==> src/rtl/hack_mem_pkg.sv <==
// Shared types and constants for the ROM loader slice.
// The checksum states exist only when ROM_LOADER_CHECKSUM_EN is defined.
package hack_mem_pkg;

   localparam int INSTR_W = 16;
   localparam int BYTE_W  = 8;

`ifdef ROM_LOADER_CHECKSUM_EN
   typedef enum logic [2:0] {
      S_IDLE, S_HI, S_LO, S_WRITE, S_CHK_HI, S_CHK_LO, S_DONE
   } state_e;
`else
   typedef enum logic [2:0] {
      S_IDLE, S_HI, S_LO, S_WRITE, S_DONE
   } state_e;
`endif

endpackage

==> src/rtl/word_assembler.sv <==
// Big-endian byte-to-word assembly: high byte register, low byte register
// and the concatenated instruction word.
module word_assembler
   import hack_mem_pkg::*;
(
   input  logic               clock,
   input  logic               reset,
   input  logic [BYTE_W-1:0]  in_data,
   input  logic               hi_load,
   input  logic               lo_load,
   output logic [INSTR_W-1:0] word
);

   logic [BYTE_W-1:0] hi_q, hi_d;
   logic [BYTE_W-1:0] lo_q, lo_d;

   always_comb begin
      hi_d = hi_load ? in_data : hi_q;
      lo_d = lo_load ? in_data : lo_q;
   end

   // NOTE: sequential state uses non-blocking assignments so every flop
   // samples the pre-edge value of its neighbours.
   always_ff @(posedge clock or posedge reset) begin
      if (reset) begin
         hi_q <= '0;
         lo_q <= '0;
      end else begin
         hi_q <= hi_d;
         lo_q <= lo_d;
      end
   end

   assign word = {hi_q, lo_q};

endmodule

==> src/rtl/rom_loader.sv <==
// Loads big-endian 16-bit program words from a byte stream into instruction
// memory while holding the CPU. ROM_LOADER_CHECKSUM_EN adds a trailing checksum.
module rom_loader
   import hack_mem_pkg::*;
#(
   parameter int ADDR_W = 4
)
(
   input  logic               clock,
   input  logic               reset,
   input  logic               start,
   input  logic [ADDR_W:0]    length,
   input  logic [7:0]         in_data,
   input  logic               in_valid,
   output logic               in_ready,
   output logic [ADDR_W-1:0]  wr_address,
   output logic [15:0]        wr_data,
   output logic               wr_en,
   output logic               cpu_hold,
   output logic               busy,
   output logic               done,
   output logic               error
);

   state_e             state_q, state_d;
   logic [ADDR_W:0]    cnt_q, cnt_d;
   logic [ADDR_W:0]    len_q, len_d;
   logic [ADDR_W:0]    cnt_inc;
   logic [INSTR_W-1:0] asm_word;
   logic               hi_load, lo_load;
   logic               xfer;

`ifdef ROM_LOADER_CHECKSUM_EN
   logic [INSTR_W-1:0] sum_q, sum_d;
   logic               error_q, error_d;
`endif

   assign xfer    = in_valid && in_ready;
   assign cnt_inc = cnt_q + {{ADDR_W{1'b0}}, 1'b1};

   always_ff @(posedge clock or posedge reset) begin
      if (reset) begin
         state_q <= S_IDLE;
         cnt_q   <= '0;
         len_q   <= '0;
`ifdef ROM_LOADER_CHECKSUM_EN
         sum_q   <= '0;
         error_q <= 1'b0;
`endif
      end else begin
         state_q <= state_d;
         cnt_q   <= cnt_d;
         len_q   <= len_d;
`ifdef ROM_LOADER_CHECKSUM_EN
         sum_q   <= sum_d;
         error_q <= error_d;
`endif
      end
   end

   // NOTE: every combinational output gets a default first so no path
   // through the case leaves a signal unassigned and infers a latch.
   always_comb begin
      state_d = state_q;
      cnt_d   = cnt_q;
      len_d   = len_q;
`ifdef ROM_LOADER_CHECKSUM_EN
      sum_d   = sum_q;
      error_d = error_q;
`endif
      case (state_q)
         S_IDLE: begin
            if (start) begin
`ifdef ROM_LOADER_CHECKSUM_EN
               error_d = 1'b0;
               sum_d   = '0;
`endif
               if (length == '0) begin
                  state_d = S_DONE;
               end else begin
                  len_d   = length;
                  cnt_d   = '0;
                  state_d = S_HI;
               end
            end
         end
         S_HI:    if (xfer) state_d = S_LO;
         S_LO:    if (xfer) state_d = S_WRITE;
         S_WRITE: begin
            cnt_d = cnt_inc;
`ifdef ROM_LOADER_CHECKSUM_EN
            sum_d   = sum_q + asm_word;
            state_d = (cnt_inc == len_q) ? S_CHK_HI : S_HI;
`else
            state_d = (cnt_inc == len_q) ? S_DONE : S_HI;
`endif
         end
`ifdef ROM_LOADER_CHECKSUM_EN
         S_CHK_HI: if (xfer) state_d = S_CHK_LO;
         S_CHK_LO: begin
            // The high checksum byte sits in the assembler's high register.
            if (xfer) begin
               error_d = ({asm_word[15:8], in_data} != sum_q);
               state_d = S_DONE;
            end
         end
`endif
         S_DONE:  state_d = S_IDLE;
         default: state_d = S_IDLE;
      endcase
   end

   always_comb begin
      in_ready = 1'b0;
      wr_en    = 1'b0;
      busy     = 1'b1;
      done     = 1'b0;
      hi_load  = 1'b0;
      lo_load  = 1'b0;
      case (state_q)
         S_IDLE:  busy = 1'b0;
         S_HI: begin
            in_ready = 1'b1;
            hi_load  = in_valid;
         end
         S_LO: begin
            in_ready = 1'b1;
            lo_load  = in_valid;
         end
         S_WRITE: wr_en = 1'b1;
`ifdef ROM_LOADER_CHECKSUM_EN
         S_CHK_HI: begin
            in_ready = 1'b1;
            hi_load  = in_valid;
         end
         S_CHK_LO: in_ready = 1'b1;
`endif
         S_DONE:  done = 1'b1;
         default: busy = 1'b0;
      endcase
   end

   word_assembler u_word_assembler (
      .clock   (clock),
      .reset   (reset),
      .in_data (in_data),
      .hi_load (hi_load),
      .lo_load (lo_load),
      .word    (asm_word)
   );

   assign cpu_hold   = busy;
   assign wr_address = cnt_q[ADDR_W-1:0];
   assign wr_data    = asm_word;

`ifdef ROM_LOADER_CHECKSUM_EN
   assign error = error_q;
`else
   assign error = 1'b0;
`endif

endmodule

==> config.mk <==
export PLATFORM = sky130hd
export DESIGN_NAME = rom_loader
export DESIGN_NICKNAME = d
export VERILOG_FILES = /design/src/rtl/hack_mem_pkg.sv /design/src/rtl/word_assembler.sv /design/src/rtl/rom_loader.sv
export SDC_FILE = /design/constraint.sdc
export NUM_CORES = 1
export LEC_CHECK = 0
export CORE_MARGIN = 10
export CORE_UTILIZATION = 46
export CTS_CLUSTER_DIAMETER = 120
export DETAILED_ROUTE_END_ITERATION = 10
export HOLD_SLACK_MARGIN = 0.08
export PLACE_DENSITY_LB_ADDON = 0.05
export SLEW_MARGIN = 10
export SYNTH_ARGS = -nofsm -noshare
export SYNTH_HDL_FRONTEND = slang
export SYNTH_SLANG_ARGS = --single-unit
==> constraint.sdc <==
create_clock -name clock -period 2.5 [get_ports clock]
set_input_delay 0.625 -clock clock [delete_from_list [all_inputs] [get_ports clock]]
set_output_delay 0.625 -clock clock [all_outputs]
set_load 0.02 [all_outputs]
# After elaboration in Yosys (flattened, before gate mapping)
# Cells that the tools add are included.
# word_totals
register_bits	29
output_inout_bits	26
input_bits	17
# classes
add_sub_neg	1
bitwise_logic	1
eq_ne	9
n_reduce_logical	9
mux	15
# op_table
operator	n
two-way mux 3 bit	5
case mux 3 bit (4 select lines)	1
two-way mux 5 bit	2
case mux 5 bit (2 select lines)	1
AND reduction 3 bit	3
inequality test 2 bit, second input constant	4
equality test 3 x 2 -> 1 bit, second input constant	2
two-way mux 1 bit	6
adder 5 x 1 -> 5 bit, second input constant	1
equality test 5 bit	1
zero test 5 bit	1
OR reduction 4 bit	1
equality test 3 x 1 -> 1 bit, second input constant	1
equality test 3 bit, second input constant	1
zero test 3 bit	1
nonzero test 2 bit	1
OR reduction 2 bit	1
logical AND 1 bit	1
NOT 1 bit	1

# Longest topological paths before layout
# depth
word_depth	6
depth_mapped	5

# Cells and area by module
# From an unflattened synthesis, not the netlist that was laid out.
# unflattened
cells_unflattened	126
hier_area_um2	1498.9
# modules_own_cells
module	seq_area_each_um2	area_per_inst_um2	cells_per_inst	n_inst
rom_loader	325.3	832.0	91	1
word_assembler	400.4	666.9	35	1

# Least setup slack after synthesis
# No wires, ideal clock.
# synth_path
kind	reg2out
start	register state_q[2]
end	output port cpu_hold
path_stages_with_launch	4
t_arrival_ps	1287
required_ps	1875
path_buffers	2
setup_slack_ps	588
cell_sequence	dfrtp_1 > buf_1 > xnor2_1 > buf_4
# synth_between
elab_chain_cells	3
elab_cells_between_ends	6
classes_between	eq/ne (4); mux (1); reduce/logical (1)
# synth_rtl
item	line_no	text
start, declared	rom_loader.sv:25	state_e state_q, state_d;
start signal, assigned	rom_loader.sv:51	state_q <= state_d;
equality test 3 x 2 -> 1 bit, or another cell as far along	rom_loader.sv:120	case (state_q)
OR reduction 4 bit (no line) *	--	
two-way mux 1 bit *	rom_loader.sv:120	
end, declared	rom_loader.sv:19	output logic cpu_hold,
# Every way passes the cells marked *; elsewhere a longest branch is shown, timed or not.

# Final worst setup path
# layout_path
start	register state_q[1]
end	output port busy
# layout_between
elab_chain_cells	3
elab_cells_between_ends	6
classes_between	eq/ne (4); mux (1); reduce/logical (1)
# layout_rtl
item	line_no	text
equality test 3 x 2 -> 1 bit, or another cell as far along	rom_loader.sv:120	
OR reduction 4 bit (no line) *	--	
two-way mux 1 bit *	rom_loader.sv:120	
end, declared	rom_loader.sv:20	output logic busy,
# Marked as above.

==> out/results.txt <==
Data required, critical path - 1.88 ns
Number of iterations in the first detailed-routing pass - 6
Power per cell area - 1270 mW/mm2
TritonCTS clock tree - done
Power Total - 2.44 mW
Per-cell via count in the routed design - 5.26
Number of clock sinks - 29
Net Count, Synth - 128
Standard-cell rows - 19
Critical path endpoint category - primary output
Mean routed wirelength per cell - 17.0 um
Most frequent cells in the layout - clkdlybuf4s50_1 (39), dfrtp_1 (29), mux2_2 (22)
Maximum level of the CTS H-tree - 2
GP Congestion - 0.857
Final nets - 174
GRT overflow - 0
Final-report max-slew violation count - 0
Total Die Area - 0.00566 mm2
Sequential element share of the synthesized area - 51.7%
Clock insertion delay at the later pin of the skew report - 0.32 ns
Static power due to leakage - 0.827 nW
Number of hold-slack violations in the final timing report - 0
Number of antenna violations at the first check in global routing - 0
Overall routing resource usage - 12.1%
Routed Antenna Nets - 0
Final worst-path cycle share - 96.9%
Minimum clock period after layout - 2.42 ns
Setup TNS - 0 ns
CTS hold repair buffers - 0
Core area - 0.00283 mm2
Yosys synthesis warning count - 0
Clock-pin transition on the worst setup and hold timing paths - 0.09 ns
Initial standard-cell utilization of the core - 49.6%
Area of combinational cells with multiple inputs - 623 um2
Total area of sequential cells - 726 um2
Crit Path Class - reg -> out
DRC errors left - 0
Number of max-cap violations - 0
Setup violations, final - 0
Minimum setup slack after placement - 0.0324 ns
Most frequent standard cell in the layout excluding fill and tap cells - clkdlybuf4s50_1
Via count of the first global-routing pass - 1088
Width of the chip - 75.2 um
Run status - finished clean
IR Drop Worst-Case VDD - 820 uV
Placement Cell Area - 0.00184 mm2
Die Ht - 75.2 um
Clock root buffer master - clkbuf_4
Number of inserted filler cells in the final layout - 226
Post-DP HPWL - 2.52 mm
Syn Area/Cell - 12.8 um2
Startpoint type of the worst setup path - flip-flop
Max Clock Skew - 0.00378 ns
Final WL - 3.20 mm
Path class of the lowest-slack min-delay path - reg -> reg
Pin count of the biggest net entering global routing - 30
First-iteration detailed-routing DRC count - 56
Synth Instances - 110
CP Data Arrival Time - 1.80 ns
Cell area after technology mapping - 0.00140 mm2
Boundary pin count - 43
Total via count after detailed routing - 989
Fmax achieved - 413 MHz
Port-buffer cells - 41
Growth of design area from synthesis to finish - 36.8%
Ant diodes - 0
Count of different cell masters after synthesis - 32
Highest fanout seen on the critical path - 8
Setup Buffers After CTS - 0
Layout Cell Area excl Fill - 0.00192 mm2
Number of storage elements in the synthesis netlist - 29
Final Instance Count excl. Fillers - 188
Slack of the critical path - 0.0770 ns
Clock tree buffer depth - 2
Ratio of cells with drive above 1 in the final layout - 26.8%
Cell total after placement - 180
First-pass GRT wire length - 5.14 mm
Inserted Clock Buffers - 5
cell families after synthesis:
kind of cell | after synthesis | share of synthesized area [%]
XOR/XNOR | 10 | 7.32
multiplexers | 22 | 17.7
adder cells (fa/ha/maj) | 1 | 0.892
buffers and inverters | 9 | 4.01
AND/OR/NAND/NOR | 24 | 11.1
flip-flops | 29 | 51.7
other | 1 | 0.267
AO/OA/AOI/OAI | 14 | 7.05
per-layer routing:
layer  up-vias  part of all wire [%]  track usage (%)
li1        474                     -                -
met1       476                    41             12.8
met2        35                    51             20.9
met3         4                   6.8             5.12
met4         0                   1.2             4.95
met5         -                     0                0
final cells by class:
class | count | share of cell area [%]
Clock buffer | 7 | 3.39
Clock inverter | 1 | 0.261
Inverter | 2 | 0.391
Multi-Input combinational cell | 72 | 32.5
Sequential cell | 29 | 37.8
Tap cell | 31 | 2.02
Timing Repair Buffer | 46 | 23.6
sequential cells by signal (all words and copies together), names as in the netlist:
register,cells
u_word_assembler.hi_q,8
u_word_assembler.lo_q,8
cnt_q,5
len_q,5
state_q,3
cell usage after synthesis, drive strengths merged:
master | instances | area [um2]
dfrtp | 29 | 726
mux2 | 22 | 248
buf | 7 | 48.8
a21oi | 6 | 30.0
xnor2 | 6 | 52.6
nor2 | 4 | 17.5
a211oi | 3 | 35.0
nand2b | 3 | 18.8
nand3 | 3 | 15.0
xor2 | 3 | 26.3
a22o | 2 | 17.5
inv | 2 | 7.51
nand2 | 2 | 7.51
nor2b | 2 | 12.5
o21ai | 2 | 10.0
a31oi | 1 | 6.26
and2 | 1 | 6.26
conb | 1 | 3.75
ha | 1 | 12.5
nand3b | 1 | 7.51
nand4 | 1 | 6.26
nor3 | 1 | 5.00
nor3b | 1 | 12.5
nor4 | 1 | 12.5
or2 | 1 | 6.26
or3 | 1 | 6.26
or3b | 1 | 11.3
or4b | 1 | 10.0
xor3 | 1 | 23.8
power breakdown:
group	total, mW	switching [mW]	internal, mW
Combinational	1.28	0.584	0.694
Sequential	0.842	0.161	0.681
Clock	0.322	0.160	0.163
per-stage QoR:
stage | utilization (%) | hold slack (ns)
2_1_floorplan | - | 0.492
3_3_place_gp | 65.1 | 0.489
3_5_place_dp | 65.1 | 0.498
4_1_cts | 67.5 | 0.520
5_1_grt | 67.8 | 0.540
6_report | 67.8 | 0.516
worst max-delay path, cell delays in order (launching register included):
cell and delay (ns):
dfrtp_1 0.47, nor2_2 0.21, xnor2_1 0.16, clkdlybuf4s50_1 0.64
worst paths after layout:
kind	start	end	slack, ns	cells after the start
setup / recovery	state_q[1]$_DFFE_PP0P_	busy	0.08	3
hold / removal	u_word_assembler.lo_q[2]$_DFFE_PP0P_	u_word_assembler.lo_q[2]$_DFFE_PP0P_	0.52	1
setup reg to reg	cnt_q[0]$_DFFE_PP0P_	state_q[2]$_DFFE_PP0P_	0.47	5
hold reg to reg	u_word_assembler.lo_q[2]$_DFFE_PP0P_	u_word_assembler.lo_q[2]$_DFFE_PP0P_	0.52	1
max in group asynchronous	reset	cnt_q[1]$_DFFE_PP0P_	1.57	3
min in group asynchronous	reset	u_word_assembler.lo_q[4]$_DFFE_PP0P_	0.66	3
timing repair:
item / in CTS / in global routing
endpoints found under the hold margin: 0 / 0
endpoints found under the setup margin: 0 / 5
gates resized for setup: 0 / 3
(Power assumes the default switching activity.)
